### src/rtl/credit_sender_if.sv
// Push/pop link bundle for the credit sender: upstream valid/ready push channel plus
// the credit-guaranteed pop channel and reset-sync handshake toward the receiver.
interface credit_sender_if #(
  parameter int unsigned WIDTH = 8
);
  logic             push_valid;
  logic             push_ready;
  logic [WIDTH-1:0] push_data;
  logic             pop_sender_in_reset;
  logic             pop_receiver_in_reset;
  logic             pop_credit;
  logic             pop_valid;
  logic [WIDTH-1:0] pop_data;

  // Environment side: produces pushes, plays the receiver.
  modport master (
    output push_valid, push_data, pop_receiver_in_reset, pop_credit,
    input  push_ready, pop_sender_in_reset, pop_valid, pop_data
  );

  // Credit sender side.
  modport slave (
    input  push_valid, push_data, pop_receiver_in_reset, pop_credit,
    output push_ready, pop_sender_in_reset, pop_valid, pop_data
  );
endinterface

### src/rtl/credit_sender.sv
// Sender end of a credit-based flow-control link with reset-sync handshake.
// Optional CREDIT_SENDER_POP_REG_EN adds a one-cycle flop stage on the pop channel.
module credit_sender #(
  parameter  int unsigned WIDTH      = 8,
  parameter  int unsigned MAX_CREDIT = 15,
  localparam int unsigned CW         = $clog2(MAX_CREDIT + 1)
) (
  input  logic          clk,
  input  logic          rst,
  credit_sender_if.slave link,
  input  logic [CW-1:0] credit_initial,
  input  logic [CW-1:0] credit_withhold,
  output logic [CW-1:0] credit_count,
  output logic [CW-1:0] credit_available,
  output logic          credit_overflow
);

  typedef enum logic [1:0] {
    ST_RESET  = 2'd0,
    ST_SYNC   = 2'd1,
    ST_ACTIVE = 2'd2
  } state_t;

  state_t        state;
  state_t        state_nxt;
  logic [CW-1:0] count_nxt;
  logic          overflow_nxt;
  logic          send;

  // Spendable credits after the withheld amount, floored at zero.
  assign credit_available = (credit_count > credit_withhold) ?
                            CW'(credit_count - credit_withhold) : '0;

  assign link.push_ready          = (state == ST_ACTIVE) && (credit_available != '0);
  assign link.pop_sender_in_reset = (state == ST_RESET);
  assign send                     = link.push_valid && link.push_ready;

  always_ff @(posedge clk or negedge rst) begin
    if (!rst) begin
      state           <= ST_RESET;
      credit_count    <= '0;
      credit_overflow <= 1'b0;
    end else begin
      state           <= state_nxt;
      credit_count    <= count_nxt;
      credit_overflow <= overflow_nxt;
    end
  end

  // Next-state and credit accounting; credits are reloaded while not linked.
  always_comb begin
    state_nxt    = state;
    count_nxt    = credit_count;
    overflow_nxt = credit_overflow;
    unique case (state)
      ST_RESET: begin
        state_nxt = ST_SYNC;
        count_nxt = credit_initial;
      end
      ST_SYNC: begin
        count_nxt = credit_initial;
        if (!link.pop_receiver_in_reset) begin
          state_nxt = ST_ACTIVE;
        end
      end
      ST_ACTIVE: begin
        if (link.pop_receiver_in_reset) begin
          state_nxt = ST_SYNC;
        end
        if (send && !link.pop_credit) begin
          count_nxt = CW'(credit_count - CW'(1));
        end else if (!send && link.pop_credit) begin
          if (credit_count == CW'(MAX_CREDIT)) begin
            overflow_nxt = 1'b1;
          end else begin
            count_nxt = CW'(credit_count + CW'(1));
          end
        end
      end
      default: begin
        state_nxt = ST_RESET;
      end
    endcase
  end

`ifdef CREDIT_SENDER_POP_REG_EN
  logic             pop_valid_q;
  logic [WIDTH-1:0] pop_data_q;

  // Credit was already spent at acceptance; this stage only delays the beat.
  always_ff @(posedge clk or negedge rst) begin
    if (!rst) begin
      pop_valid_q <= 1'b0;
      pop_data_q  <= '0;
    end else begin
      pop_valid_q <= (state == ST_ACTIVE) && send;
      if (send) begin
        pop_data_q <= WIDTH'(link.push_data);
      end
    end
  end

  assign link.pop_valid = pop_valid_q;
  assign link.pop_data  = pop_data_q;
`else
  assign link.pop_valid = send;
  assign link.pop_data  = WIDTH'(link.push_data);
`endif

endmodule

### src/flat_wrapper.sv
// flat-port wrapper written by rule: the top's interface ports become plain ports
module credit_sender_flat 
#(
  parameter  int unsigned WIDTH      = 8,
  parameter  int unsigned MAX_CREDIT = 15,
  localparam int unsigned CW         = $clog2(MAX_CREDIT + 1)
)
  (clk, rst, credit_initial, credit_withhold, credit_count, credit_available, credit_overflow, link_push_valid, link_push_data, link_pop_receiver_in_reset, link_pop_credit, link_push_ready, link_pop_sender_in_reset, link_pop_valid, link_pop_data);
  credit_sender_if #(.WIDTH(WIDTH)) link_i ();
  input  logic clk;
  input  logic rst;
  input  logic [CW-1:0] credit_initial;
  input  logic [CW-1:0] credit_withhold;
  output logic [CW-1:0] credit_count;
  output logic [CW-1:0] credit_available;
  output logic credit_overflow;
  input wire logic [$bits(link_i.push_valid)-1:0] link_push_valid;
  input wire logic [$bits(link_i.push_data)-1:0] link_push_data;
  input wire logic [$bits(link_i.pop_receiver_in_reset)-1:0] link_pop_receiver_in_reset;
  input wire logic [$bits(link_i.pop_credit)-1:0] link_pop_credit;
  output wire logic [$bits(link_i.push_ready)-1:0] link_push_ready;
  output wire logic [$bits(link_i.pop_sender_in_reset)-1:0] link_pop_sender_in_reset;
  output wire logic [$bits(link_i.pop_valid)-1:0] link_pop_valid;
  output wire logic [$bits(link_i.pop_data)-1:0] link_pop_data;
  assign link_i.push_valid = link_push_valid;
  assign link_i.push_data = link_push_data;
  assign link_i.pop_receiver_in_reset = link_pop_receiver_in_reset;
  assign link_i.pop_credit = link_pop_credit;
  assign link_push_ready = link_i.push_ready;
  assign link_pop_sender_in_reset = link_i.pop_sender_in_reset;
  assign link_pop_valid = link_i.pop_valid;
  assign link_pop_data = link_i.pop_data;
  credit_sender #(.WIDTH(WIDTH), .MAX_CREDIT(MAX_CREDIT)) u_core (.clk(clk), .rst(rst), .link(link_i), .credit_initial(credit_initial), .credit_withhold(credit_withhold), .credit_count(credit_count), .credit_available(credit_available), .credit_overflow(credit_overflow));
endmodule
### config.mk
export PLATFORM = sky130hd
export DESIGN_NAME = credit_sender_flat
export DESIGN_NICKNAME = d
export VERILOG_FILES = /design/src/rtl/credit_sender_if.sv /design/src/rtl/credit_sender.sv /design/src/flat_wrapper.sv
export SDC_FILE = /design/constraint.sdc
export NUM_CORES = 1
export LEC_CHECK = 0
export BUFFER_PORTS_ARGS = -buffer_cell sky130_fd_sc_hd__buf_2
export CORE_MARGIN = 2
export CORE_UTILIZATION = 42
export CTS_CLUSTER_DIAMETER = 50
export DETAILED_ROUTE_END_ITERATION = 10
export GPL_ROUTABILITY_DRIVEN = 0
export HOLD_SLACK_MARGIN = 0.15
export MAX_ROUTING_LAYER = met4
export PLACE_DENSITY = 0.77
export SETUP_SLACK_MARGIN = 0.3
export SKIP_CTS_REPAIR_TIMING = 1
export SYNTH_ARGS = -nofsm -noshare
export SYNTH_HDL_FRONTEND = slang
export SYNTH_SLANG_ARGS = --single-unit
### constraint.sdc
create_clock -name clk -period 3.55 [get_ports clk]
set_input_delay 0.1775 -clock clk [delete_from_list [all_inputs] [get_ports clk]]
set_output_delay 0.1775 -clock clk [all_outputs]
set_load 0.05 [all_outputs]
# ---- Yosys cells after proc, flatten, opt, wreduce, memory -nomap -nowiden
# Cells that the tools add are included.
dict set report classes {
  n_mul 0
  n_addsub 3
  n_mux 8
  n_reduce_logical 13
  bitwise_logic 1
  n_div 0
  n_lt_le_gt_ge 1
  n_eq_ne 7
  shifts 0
}
# operator count
set op_table {}
lappend op_table {{$mux W4} 4}
lappend op_table {{$pmux W4 S2} 1}
lappend op_table {{$ne A3 B3 Y1 const B} 2}
lappend op_table {{$pmux W2 S3} 1}
lappend op_table {{$add A4 B1 Y4 const B} 1}
lappend op_table {{$eq A4 B4 Y1 const B} 1}
lappend op_table {{$gt A4 B4 Y1} 1}
lappend op_table {{$logic_and A1 B1 Y1} 4}
lappend op_table {{$mux W2} 2}
lappend op_table {{$ne A2 B2 Y1 const B} 2}
lappend op_table {{$reduce_and A4 Y1} 1}
lappend op_table {{$reduce_bool A4 Y1} 1}
lappend op_table {{$sub A4 B1 Y4 const B} 1}
lappend op_table {{$sub A4 B4 Y4} 1}
lappend op_table {{$reduce_and A3 Y1} 1}
lappend op_table {{$eq A2 B1 Y1 const B} 1}
lappend op_table {{$eq A2 B2 Y1 const B} 1}
lappend op_table {{$logic_not A1 Y1} 2}
lappend op_table {{$logic_not A2 Y1} 1}
lappend op_table {{$reduce_and A2 Y1} 1}
lappend op_table {{$reduce_bool A2 Y1} 1}
lappend op_table {{$reduce_or A2 Y1} 1}
lappend op_table {{$not A1 Y1} 1}
dict set report totals {
  mem_count 0
  reg_bits 7
  latch_bits 0
  mem_bits_ro 0
  word_cells 36
  ram_bits 0
}

# ---- Longest topological paths before layout
dict set report depth {
  depth_word 10
  depth_mapped 15
  depth_no_buf 15
}

# ---- Worst setup path before layout
# Ideal clock, no wire load.
dict set report synth_timing {
  path_type {register -> register}
  from {register u_core.credit_count[0]}
  to {register u_core.credit_count[3]}
  arrival_time_ns 4.402
  path_buffers 0
  setup_ns 0.123
  period_less_slack_ns 4.525
  path_slack_ns -0.975
  stages_incl_launch_ff 14
  path_cell_list {dfrtp_1 inv_1 ha_1 fa_1 xor2_1 and3_1 a211oi_1 ha_1 ha_1 a21o_1 a21oi_2 xnor2_1 a21boi_1 a2bb2oi_1}
}
dict set report synth_via {
  elab_chain_cells 9
  elab_cells_between_ends 19
  cone_classes {3 x add/sub; 1 x order compare; 3 x eq/ne; 5 x mux; 7 x reduce/logical}
}
# item line
set synth_lines {}
lappend synth_lines {{start: declaration} credit_sender.sv:13} ;# output logic [CW-1:0] credit_count,
lappend synth_lines {{start signal: assignment} credit_sender.sv:45} ;# credit_count <= count_nxt;
lappend synth_lines {{$sub A4 B4 Y4 or $gt A4 B4 Y1 (tied branches)} {credit_sender.sv:32, credit_sender.sv:31}}
lappend synth_lines {{$mux W4 (*)} credit_sender.sv:31} ;# assign credit_available = (credit_count > credit_withhold) ?
lappend synth_lines {{$reduce_bool A4 Y1 (*)} credit_sender.sv:34} ;# assign link.push_ready = (state == ST_ACTIVE) && (credit_available != '0);
lappend synth_lines {{$logic_and A1 B1 Y1 (*)} credit_sender.sv:34}
lappend synth_lines {{$logic_and A1 B1 Y1 (*)} credit_sender.sv:36} ;# assign send = link.push_valid && link.push_ready;
lappend synth_lines {{net link_pop_valid} flat_wrapper.sv:23} ;# output wire logic [$bits(link_i.pop_valid)-1:0] link_pop_valid;
lappend synth_lines {{$logic_not A1 Y1} credit_sender.sv:72} ;# end else if (!send && link.pop_credit) begin
lappend synth_lines {{$logic_and A1 B1 Y1} credit_sender.sv:72}
lappend synth_lines {{$ne A3 B3 Y1 (no line)} -}
lappend synth_lines {{$reduce_and A3 Y1 (no line)} -}
# Mark *: on every way through the listed nets, which the timed path passes. The rest lies on a longest branch. The select of a mux whose other input is x is not followed.
# A chain may end at the register's enable or synchronous reset.

# ---- Worst setup path in the final report
dict set report layout_timing {
  from {register u_core.credit_count[0]}
  to {register u_core.credit_count[3]}
}
dict set report layout_via {
  elab_chain_cells 9
  elab_cells_between_ends 19
  cone_classes {3 x add/sub; 1 x order compare; 3 x eq/ne; 5 x mux; 7 x reduce/logical}
}
# item line
set layout_lines {}
lappend layout_lines {{$sub A4 B4 Y4 or $gt A4 B4 Y1 (tied branches)} {credit_sender.sv:32, credit_sender.sv:31}}
lappend layout_lines {{$mux W4} credit_sender.sv:31}
lappend layout_lines {{$reduce_bool A4 Y1} credit_sender.sv:34}
lappend layout_lines {{$logic_and A1 B1 Y1} credit_sender.sv:34}
lappend layout_lines {{$logic_and A1 B1 Y1} credit_sender.sv:36}
lappend layout_lines {{$logic_not A1 Y1} credit_sender.sv:72}
lappend layout_lines {{$logic_and A1 B1 Y1} credit_sender.sv:72}
lappend layout_lines {{$ne A3 B3 Y1 (no line)} -}
lappend layout_lines {{$reduce_and A3 Y1 (no line)} -}
# Parallel ways exist; a longest one is shown, timed or not. The select of a mux whose other input is x is not followed.

==> impl_metrics.tcl <==
set metrics [dict create \
    worstPathRequired_ns 3.72 \
    wl_per_cell_um 12.6 \
    crit_path_end_kind "flip-flop" \
    syn_nets 116 \
    grt.overflow.total 0 \
    drive_above_1_share_pct 38.3 \
    synth-seq-cells 7 \
    outcome "finished, final reports clean" \
    crit_buf_inv 1 \
    synth_area_um2 702 \
    setup_viol 0 \
    cellPowerDensity_nw_per_um2 764 \
    die-area_um2 2010 \
    worst-setup-path-type "reg -> reg" \
    setup-tns-final_ns 0 \
    final_common_cell "buf_2" \
    place_area_um2 847 \
    worstMarginPinSlew_ns 0.462 \
    synth-compound-area-share_pct 17.3 \
    cts.path.max_buffers 2 \
    viasPerCell 5.03 \
    avgSynthCellArea_um2 8.26 \
    hpwl_um 1290 \
    antenna_found_initial 0 \
    crit_fanout 6 \
    cts_root_buf "clkbuf_4" \
    num_vias 619 \
    cp.arrival_ns 3.09 \
    rsz0062_at_grt "false" \
    yosysSeqAreaShare_pct 25.0 \
    initial_core_util_pct 45.5 \
    start_kind "flip-flop" \
    ant_nets 0 \
    grt_max_degree 8 \
    nets 139 \
    synth_top_family_by_area "adder cells" \
    clkLatencyLatePin_ns 0.26 \
    die_w_um 44.9 \
    yosys_warnings 0 \
    grt_pass1_vias 569 \
    synth-edff-count 0 \
    leakage_nw 0.440 \
    seq_area_um2 178 \
    synth_xor_area_share_pct 6.24 \
    firstDrtPassIters 4 \
    yosys_most_used_dff "dfrtp_1" \
    std_cell_rows 14 \
    drv_slew 0 \
    grt_use_total_pct 17.2 \
    skew_ns 0.00681 \
    io_buffers 24 \
    period_needed_ns 2.92 \
    diodes 0 \
    vdd_ir_drop_max_mv 0.326 \
    nFillCells 141 \
    drc 0 \
    routed_wirelength_um 1550 \
    hold_class "in -> reg" \
    synth_fa_ha_area_share_pct 21.4 \
    fin_area_um2 893 \
    fin_crit_sh_pct 82.2 \
    cts_buffers 3 \
    synthMuxAreaShare_pct 0 \
    whs_ns 0.180 \
    synthSimpleGateAreaFrac_pct 16.2 \
    cts_sinks 7 \
    grt_pass1_wl_um 2350 \
    p_total_w 0.000682 \
    drtIter0Drc 10 \
    async_reset_ff_share_pct 100 \
    synthToLayoutAreaGrowth_pct 27.3 \
    relSlewSlack_pct 68.9 \
    layout_common_cells "24 x buf_2, 11 x nor2_1, 9 x inv_1, 7 x a21oi_1" \
    htreeDepth 1 \
    cp_cell_sequence "inv_4, ha_4, fa_2, nor2b_1, o21ai_1, nand2_1, nand2_2, a211oi_4, ha_4, ha_4, a21o_1, a21oi_2, xnor2_1, o22ai_1, a2bb2oi_1" \
    synthCells 85 \
    die_h_um 44.9 \
    cts_tree "done" \
    clkSlewWorstSetupHoldPaths_ns 0.06 \
    core-area_um2 1540 \
    yosys.cell_types.count 26 \
    cpPeakStageDelay_ns 0.40 \
    maxCapViolCount 0 \
    hold_viol 0 \
    cp_top_family "adder cells" \
    pin_count 41 \
    crit_path_frequent_cell "ha_4" \
    max_freq_mhz 343 \
    slowest_stage "dfrtp_2" \
    multi_input_area_um2 489 \
]
==> area by class of cell <==
type,count,area share [%]
Inverter,10,4.48
Clock buffer,4,2.94
Tap cell,16,2.24
Timing Repair Buffer,26,15.7
Multi-Input combinational cell,60,54.8
Sequential cell,7,19.9
==> layer usage <==
metal  track usage [%]  part of all wire [%]
met5                 -                     0
met4              3.53                     0
met3              7.20                   7.8
met2              28.4                    48
met1              19.7                    44
==> worst register-to-register path: cells and delay by family (launching register included) <==
| kind | cells | cell delay, ns |
|---|---|---|
| buffers and inverters | 1 | 0.06 |
| adders and majority gates | 4 | 0.98 |
| xor gates and xnor gates | 1 | 0.15 |
| and+or+nand+nor | 3 | 0.32 |
| DFF | 1 | 0.40 |
| AOI/OAI and AO/OA | 6 | 0.96 |
==> sequential cells by signal (all words and copies together) (netlist names) <==
register,cells
u_core.credit_overflow,1
u_core.state,2
u_core.credit_count,4
==> synth_stat cells, types with 2 or more instances <==
cell type	n	area share [%]
a21oi_1	7	5.0
xnor2_1	3	3.7
inv_1	10	5.3
dfrtp_1	7	25
buf_4	8	8.6
nor2b_1	2	1.8
nor2_1	11	5.9
nand4_1	2	1.8
xor2_1	2	2.5
fa_1	2	5.7
ha_1	8	14
nand2_1	6	3.2
a211oi_1	2	2.1
o21ai_1	3	2.1
==> where the power goes <==
| part | leakage, nW | internal, W | switching, W |
|---|---|---|---|
| Combinational | 0.343 | 0.000145 | 0.000324 |
| Clock | 0.0150 | 0.0000430 | 0.0000304 |
| Sequential | 0.0811 | 0.000105 | 0.0000359 |
| Total | 0.440 | 0.000292 | 0.000390 |
==> final timing paths <==
kind | startpoint | to | slack [ns] | cells after the start
worst min-delay path | credit_initial[0] | u_core.credit_count[0] | 0.18 | 3
min in group asynchronous | rst | u_core.credit_overflow | 0.28 | 2
max in group asynchronous | rst | u_core.credit_count[1] | 3.09 | 2
worst max register to register | u_core.credit_count[0] | u_core.credit_count[3] | 0.63 | 15
worst min register to register | u_core.credit_overflow | u_core.credit_overflow | 0.46 | 1
worst max-delay path | u_core.credit_count[0] | u_core.credit_count[3] | 0.63 | 15
==> through the flow <==
stage                     util (%)  setup WS [ns]  instances
after floorplan                  -          0.250         85
after global placement        55.0          0.746        117
after detailed placement      55.0          0.617        117
after CTS                     56.7          0.613        121
after global routing          58.0          0.424        123
final                         58.0          0.631        123
==> kinds of logic (layout without fill, tap and decap cells) <==
family | count (synthesis) | after routing
flip-flops | 7 | 7
AO/OA/AOI/OAI | 19 | 19
XOR/XNOR | 5 | 5
AND/OR/NAND/NOR | 25 | 25
adder cells (fa/ha/maj) | 11 | 11
buffers and inverters | 18 | 40
Note: power is estimated with default switching activity, not from simulation.
